$ cat src/rtl/spmv_update_packer.sv
// Groups 64-bit SpMV updates into per-partition bins and emits each bin as a packed
// multi-update line, either when the bin fills or when a flush drains the partial bins.
module spmv_update_packer #(
    parameter int PAR_SIZE_W = 10,
    parameter int LINE_UPD   = 8,
    parameter int NUM_BINS   = 4,
    localparam int BIN_W     = (NUM_BINS > 1) ? $clog2(NUM_BINS) : 1,
    localparam int CNT_W     = $clog2(LINE_UPD) + 1,
    localparam int SLOT_W    = (LINE_UPD > 1) ? $clog2(LINE_UPD) : 1
) (
    input  logic                    clk,
    input  logic                    rst,
    input  logic [63:0]             Update_input,
    input  logic                    input_valid,
    output logic                    input_ready,
    input  logic                    flush,
    output logic [64*LINE_UPD-1:0]  line_out,
    output logic [BIN_W-1:0]        line_bin,
    output logic [CNT_W-1:0]        line_count,
    output logic                    line_valid,
    input  logic                    line_ready,
    output logic                    flush_done,
    output logic [1:0]              dbg_state
);

    // Handshakes: a transfer happens on a rising edge where valid && ready; a line
    // holds line_out/line_bin/line_count stable from line_valid rising until it transfers.
    typedef enum logic [1:0] {ACCUM = 2'd0, EMIT = 2'd1, FLUSH = 2'd2} state_t;

    state_t           state, state_nx;
    logic [BIN_W-1:0] sel, sel_nx;
    logic             flush_pending, flush_pending_nx;
    logic             flush_done_nx;
    logic             clear_bin;
    logic             accept;
    logic             sel_empty;
    logic [BIN_W-1:0] in_bin;
    logic [CNT_W-1:0] cnt  [NUM_BINS];
    logic [63:0]      data [NUM_BINS][LINE_UPD];

    assign in_bin      = Update_input[32+PAR_SIZE_W +: BIN_W];
    assign input_ready = (state == ACCUM) && !rst;
    assign accept      = input_valid && input_ready;
    assign sel_empty   = (cnt[sel] == '0);
    assign dbg_state   = state;

    always_ff @(posedge clk or posedge rst) begin
        if (rst) begin
            state         <= ACCUM;
            sel           <= '0;
            flush_pending <= 1'b0;
            flush_done    <= 1'b0;
        end else begin
            state         <= state_nx;
            sel           <= sel_nx;
            flush_pending <= flush_pending_nx;
            flush_done    <= flush_done_nx;
        end
    end

    always_comb begin
        state_nx         = state;
        sel_nx           = sel;
        flush_pending_nx = flush_pending;
        flush_done_nx    = 1'b0;
        line_valid       = 1'b0;
        clear_bin        = 1'b0;
        case (state)
            ACCUM: begin
                if (flush) flush_pending_nx = 1'b1;
                // A filling update wins over a flush so the full line goes out first.
                if (accept && cnt[in_bin] == CNT_W'(LINE_UPD - 1)) begin
                    state_nx = EMIT;
                    sel_nx   = in_bin;
                end else if (flush_pending || flush) begin
                    state_nx = FLUSH;
                    sel_nx   = '0;
                end
            end
            EMIT: begin
                line_valid = 1'b1;
                if (flush) flush_pending_nx = 1'b1;
                if (line_ready) begin
                    clear_bin = 1'b1;
                    if (flush_pending || flush) begin
                        state_nx = FLUSH;
                        sel_nx   = '0;
                    end else begin
                        state_nx = ACCUM;
                    end
                end
            end
            FLUSH: begin
                line_valid = !sel_empty;
                clear_bin  = !sel_empty && line_ready;
                if (sel_empty || line_ready) begin
                    if (sel == BIN_W'(NUM_BINS - 1)) begin
                        state_nx         = ACCUM;
                        flush_pending_nx = 1'b0;
                        flush_done_nx    = 1'b1;
                    end else begin
                        sel_nx = sel + BIN_W'(1);
                    end
                end
            end
            default: state_nx = ACCUM;
        endcase
    end

    always_ff @(posedge clk or posedge rst) begin
        if (rst) begin
            for (int b = 0; b < NUM_BINS; b++) cnt[b] <= '0;
        end else begin
            for (int b = 0; b < NUM_BINS; b++) begin
                if (clear_bin && sel == BIN_W'(b))
                    cnt[b] <= '0;
                else if (accept && in_bin == BIN_W'(b))
                    cnt[b] <= cnt[b] + CNT_W'(1);
            end
        end
    end

    // Slot contents need no reset: the count masks anything stale on line_out.
    always_ff @(posedge clk) begin
        if (accept) data[in_bin][cnt[in_bin][SLOT_W-1:0]] <= Update_input;
    end

    always_comb begin
        line_out   = '0;
        line_bin   = '0;
        line_count = '0;
        if (line_valid) begin
            line_bin   = sel;
            line_count = cnt[sel];
            for (int k = 0; k < LINE_UPD; k++)
                if (CNT_W'(k) < cnt[sel]) line_out[64*k +: 64] = data[sel][k];
        end
    end

endmodule

$ cat config.mk
export PLATFORM = sky130hd
export DESIGN_NAME = spmv_update_packer
export DESIGN_NICKNAME = d
export VERILOG_FILES = /design/src/rtl/spmv_update_packer.sv
export SDC_FILE = /design/constraint.sdc
export NUM_CORES = 2
export LEC_CHECK = 0
export CAP_MARGIN = 10
export CORE_ASPECT_RATIO = 0.75
export CORE_UTILIZATION = 35
export CTS_BUF_LIST = sky130_fd_sc_hd__clkbuf_4 sky130_fd_sc_hd__clkbuf_8
export CTS_CLUSTER_DIAMETER = 50
export DETAILED_ROUTE_END_ITERATION = 8
export PLACE_DENSITY_LB_ADDON = 0.2
export SETUP_SLACK_MARGIN = 0.5
export SYNTH_ARGS = -nofsm -noshare
export SYNTH_HDL_FRONTEND = slang
export SYNTH_SLANG_ARGS = --single-unit
$ cat constraint.sdc
create_clock -name clk -period 5.1 [get_ports clk]
set_input_delay 1.02 -clock clk [delete_from_list [all_inputs] [get_ports clk]]
set_output_delay 1.02 -clock clk [all_outputs]
set_load 0.1 [all_outputs]
# Word level (Yosys, flattened, before mapping)
# Memories as Yosys holds them, arrays and structs flattened.
# Index checks and enable logic that the tools add are counted.
# W data, S select, Z words.
# op_classes
div_mod_pow,0
n_mux,52
add_sub_neg,5
eq_ne,15
bitwise_logic,3
reduce_logical,31
multipliers,0
order_cmp,12
n_shift,0
# op_table
operator,n
$mux W512,2
$mux W64,9
$demux W64 S3,1
$mux W4,13
$mux W2,12
$add A4 B1 Y4 const B,4
$bmux W4 S2,2
$lt A3 B4 Y1 const A,4
$logic_and A1 B1 Y1,13
$pmux W2 S3,2
$reduce_and A4 Y1,3
$eq A2 B2 Y1 const B,5
$reduce_bool A2 Y1,5
$lt A1 B4 Y1 const A,2
$lt A2 B4 Y1 const A,2
$mux W1,8
$ne A2 B2 Y1 const B,4
$eq A2 B1 Y1 const B,3
$ge A3 B3 Y1 const B,2
$logic_not A2 Y1,3
$not A2 Y3,2
$pmux W1 S2,3
$eq A4 B3 Y1 const B,1
$ge A4 B4 Y1 const B,1
10 further kinds,12
# totals
wordCells,127
latchBits,0
register_bits,22
out_inout_bits,523
memories,1
mem_bits_rw,2048
romBits,0
# mem_list
memory,depth,word_bits,rd,rd_clocked_by_memory_dff,wr,line_no,source
data,4,512,1,0,1,39,logic [63:0] data [NUM_BINS][LINE_UPD];

# Logic depth before layout (Yosys ltp)
# logic_depth
ltp_word,10
ltp_mapped,9

# Least setup slack after synthesis
# Ideal clock, no wire load.
# synth_path
kind,input port to flip-flop
startpoint,in Update_input[43]
endpoint,"mem data[0][100] (netlist name), enable pin"
path_stages,5
t_required_ns,4.614
arrival_ns,4.912
setup_slack_ns,-0.298
path_buffers,1
path_cell_list,clkbuf_1 -> mux4_2 -> nor2_1 -> nand3_1 -> nor2_1
# synth_via
elab_chain_len,10
elab_cells_between_ends,11
cone_classes,2 x order compare; 6 x mux; 2 x bitwise; 1 x reduce/logical
# synth_rtl
item,line_no,source
"start, declared",13,"input logic [63:0] Update_input,"
$not A2 Y3 (implied by the code),125,if (accept) data[in_bin][cnt[in_bin][SLOT_W-1:0]] <= Update_input;
$bmux W4 S2,125,
$mux W4 (implied by the code) (2 in a row),125,
$not A3 Y4 (implied by the code),125,
$ge A4 B4 Y1 (implied by the code) or $lt A4 B1 Y1 (tied branches),125,
$logic_and A1 B1 Y1 (implied by the code),125,
$mux W64 (implied by the code),125,
$demux W64 S3,125,
$mux W512 (implied by the code),125,
"end, declared",39,
# Parallel ways exist; a longest one is shown, timed or not. The select of a mux whose other input is x is not followed.

# Worst setup path after layout
# layout_path
startpoint,reg sel[1]
endpoint,out line_out[217]
# layout_via
elab_chain_len,8
elab_cells_between_ends,11
cone_classes,1 x order compare; 6 x mux; 1 x bitwise; 2 x reduce/logical; 1 x memory
# layout_rtl
item,line_no,source
"start, declared",31,"logic [BIN_W-1:0] sel, sel_nx;"
"start signal, assigned",55,sel <= sel_nx;
branches (longest 7 deep; another with $lt A2 B4 Y1),n/a,
$mux W512 *,132,if (line_valid) begin
"end, declared",17,"output logic [64*LINE_UPD-1:0] line_out,"
# Mark *: on every way between the ends. The select of a mux whose other input is x is not followed.

==> metrics.csv <==
stage;metric;value;unit
drt;DR pass1 iterations;5;
pwr;Pwr Density;450;nW/um^2
pwr;combinational share of power;0.301;
layout;most frequent cells in the layout;edfxtp_1 (2048), buf_12 (569), mux4_2 (519);
place;global placement routability congestion;0.743;
pwr;share of total power in the clock network;0.294;
logic_synthesis;yosys warns;0;
clock_network;H-Tree Level Count;5;
place;Post-DP HPWL;134000;um
logic_synthesis;synthesized area per cell;22.7;um^2
clock_network;Worst-path clk slew;0.06;ns
drt;final WL;251000;um
logic_synthesis;Compound-Gate Fraction of Synth Area;0.00355;
logic_synthesis;Post-Syn Instances;3479;
layout;layout cell share with drive strength beyond 1;0.439;
logic_synthesis;Seq cells post-synth;2070;
clock_network;clk sinks;2070;
sta;PnR worst setup slack;0.478;ns
setup_path;Critical Path AT;3.60;ns
sta;slew at the pin with the worst max-slew slack;1.25;ns
logic_synthesis;simple-gate share of the synthesized area;0.0468;
sta;Max-slew headroom;0.167;
die;core area;224000;um^2
drt;vias post-DR;40600;
setup_path;R2R setup slack;1.90;ns
min_path;Hold Path Class;flip-flop to flip-flop;
clock_network;CTS Root Cell;clkbuf_8;
setup_path;Buf/Inv on CP;3;
sta;setup_tns;0;ns
setup_path;CP top delay family;buffers and inverters;
layout;commonest non-fill, non-tap cell in the layout;edfxtp_1;
status;outcome;complete, no violations;
sta;Fin Hold WS;0.520;ns
die;Site Rows;150;
logic_synthesis;multiplexer area fraction after synthesis;0.148;
logic_synthesis;Adder-Cell Fraction of Synth Area;0.00174;
clock_network;CTS max path bufs;4;
setup_path;CP Cell Sequence;mux4_2, o41ai_4, a21oi_4, buf_6, buf_16, and3_2, buf_12;
logic_synthesis;Syn Std Cell Area;79000;um^2
logic_synthesis;xor/xnor cell area share of the yosys netlist;0.00133;
die;Die X;551;um
place;PortBufs;591;
setup_path;CP max FO;67;
sta;unrepaired setup endpoints after global routing;true;
setup_path;CP peak stage delay;0.59;ns
logic_synthesis;Async S/R FF share, synth;0.0106;
pwr;Leak;0.0342;uW
clock_network;CTS tree;done;
pwr;VDD IR-drop max;0.000586;V
sta;post-route clock period utilization;0.906;
global_route;GRT Overall Usage;0.216;
clock_network;CTS buffer count;338;
layout;Fillers;18500;
layout;area delta synth->final;32.3;%
drt;WL/cell;32.7;um
die;initial cell density of the core;0.353;
global_route;largest net degree at the start of global routing;142;
pwr;P_sw;14800;uW
sta;Max Slew Vio Count;0;
pwr;Flop pwr share;0.404;
global_route;first-pass GRT wire length;338000;um
logic_synthesis;Netlist cell types;47;
sta;Worst Skew;0.0699;ns
sta;# setup viols final;0;
die;die outline height;414;um
drt;Final ANT Viol Nets;0;
global_route;initial antenna violation count;17;
drt;Post-route DRC;0;
drt;Avg Vias per Cell;5.30;
die;die area;228000;um^2
layout;final std cells w/o fill;7663;
setup_path;crit path launch type;flip-flop;
setup_path;Worst Path Required;4.08;ns
setup_path;Critical Setup Path Class;flip-flop to primary output;
sta;Fin. Hold Viols;0;
clock_network;Hold Buf Count CTS;0;
layout;Nets;4536;
logic_synthesis;main combinational cell family by area after synthesis;multiplexers;
setup_path;Critical Path End Type;primary output;
sta;fmax;216;MHz
pwr;Power Internal;32300;uW
sta;Final Critical Period;4.62;ns
logic_synthesis;sequential-to-total area share from yosys stat;0.785;
place;placed insts;6968;
drt;DR iter-0 viols;4286;
place;Setup WS pre-CTS;0.752;ns
global_route;vias in the first global route;41400;
global_route;grt total ovfl;0;
die;Ports;592;
setup_path;Crit-path slowest cell;mux4_2;
logic_synthesis;number of enable flip-flop cells after synthesis;2048;
logic_synthesis;syn nets;3559;
job;Max Cap Viol;0;
clock_network;clk_lat worst skew;0.94;ns
logic_synthesis;prevailing post-synth register cell;edfxtp_1;
pwr;fraction of power spent switching nets;0.314;
-- power groups by stage --
stage	sequential [uW]	combinational (uW)	clock [uW]
floorplan	19400	8170	0
global placement	19400	12300	0
detailed placement	19400	12300	0
CTS	19000	13700	14100
global route	19000	14800	14800
finish	19000	14200	13800
-- cell families after synthesis --
logic type	after synthesis
flops	2070
simple gates	616
mux	520
buf+inv	214
compound gates	36
xor+xnor	12
fa+ha+maj	11
-- sequential cells by signal, indices dropped and copies added (netlist names) --
register       count
cnt               16
dbg_state          2
sel                2
flush_pending      1
data            2048
flush_done         1
-- worst register-to-register path: cells and delay by family (launching register included) --
family | cells | cell delay [ns]
flops | 1 | 0.41
fa+ha+maj | 1 | 0.26
simple gates | 3 | 1.62
buf+inv | 2 | 0.51
-- layer usage --
metal | share of wire | track usage | vias up
li1 | - | - | 16500
met1 | 0.43 | 0.304 | 22000
met2 | 0.46 | 0.332 | 1780
met3 | 0.080 | 0.0527 | 330
met4 | 0.024 | 0.0624 | 4
met5 | 0.00072 | 0.00525 | -
-- final timing paths --
check,cells after the start,to,from
worst min-delay path,1,flush_pending$_DFFE_PP0P_,flush_pending$_DFFE_PP0P_
worst min register to register,1,flush_pending$_DFFE_PP0P_,flush_pending$_DFFE_PP0P_
worst max-delay path,7,line_out[217],sel[1]$_DFFE_PP0P_
min in group asynchronous,2,flush_pending$_DFFE_PP0P_,rst
worst max register to register,6,data[2][4]$_DFFE_PP_,dbg_state[0]$_DFFE_PP0P_
max in group asynchronous,2,sel[0]$_DFFE_PP0P_,rst
-- Yosys cell counts, types with 11 or more instances --
cell type | number | area share
and3_1 | 257 | 0.020
nor2b_1 | 260 | 0.021
nor2_1 | 54 | 0.0026
mux4_2 | 520 | 0.15
nand2_1 | 20 | 0.00095
buf_6 | 28 | 0.0040
dfrtp_1 | 22 | 0.0070
edfxtp_1 | 2048 | 0.78
ha_1 | 11 | 0.0017
inv_1 | 12 | 0.00057
buf_2 | 40 | 0.0025
clkbuf_1 | 126 | 0.0060
-- per-stage QoR --
step	area [um^2]	util	total power, uW
after floorplan	79100	-	27600
after global placement	94700	0.423	31700
after detailed placement	94800	0.424	31700
after CTS	103000	0.461	46900
after global routing	105000	0.467	48700
final	105000	0.467	47100
-- what timing repair did --
action / in CTS / in global routing
cloned: 31 / 9
endpoints found under the setup margin: 515 / 423
setup buffers: 50 / 7
pin swaps: 9 / 1
resized for setup: 224 / 221
-- cell type report --
cell class | instances | area, um^2 | area share
antenna | 7 | 17.5 | 0.000168
clock buffer | 438 | 5440 | 0.0520
clock inverter | 138 | 838 | 0.00802
inverter | 12 | 45.0 | 0.000431
multi-input combinational | 1201 | 17400 | 0.166
sequential | 2070 | 62100 | 0.594
tap | 2964 | 3710 | 0.0355
timing repair buffer | 833 | 15000 | 0.144
Power figures use the tool's default switching activity.
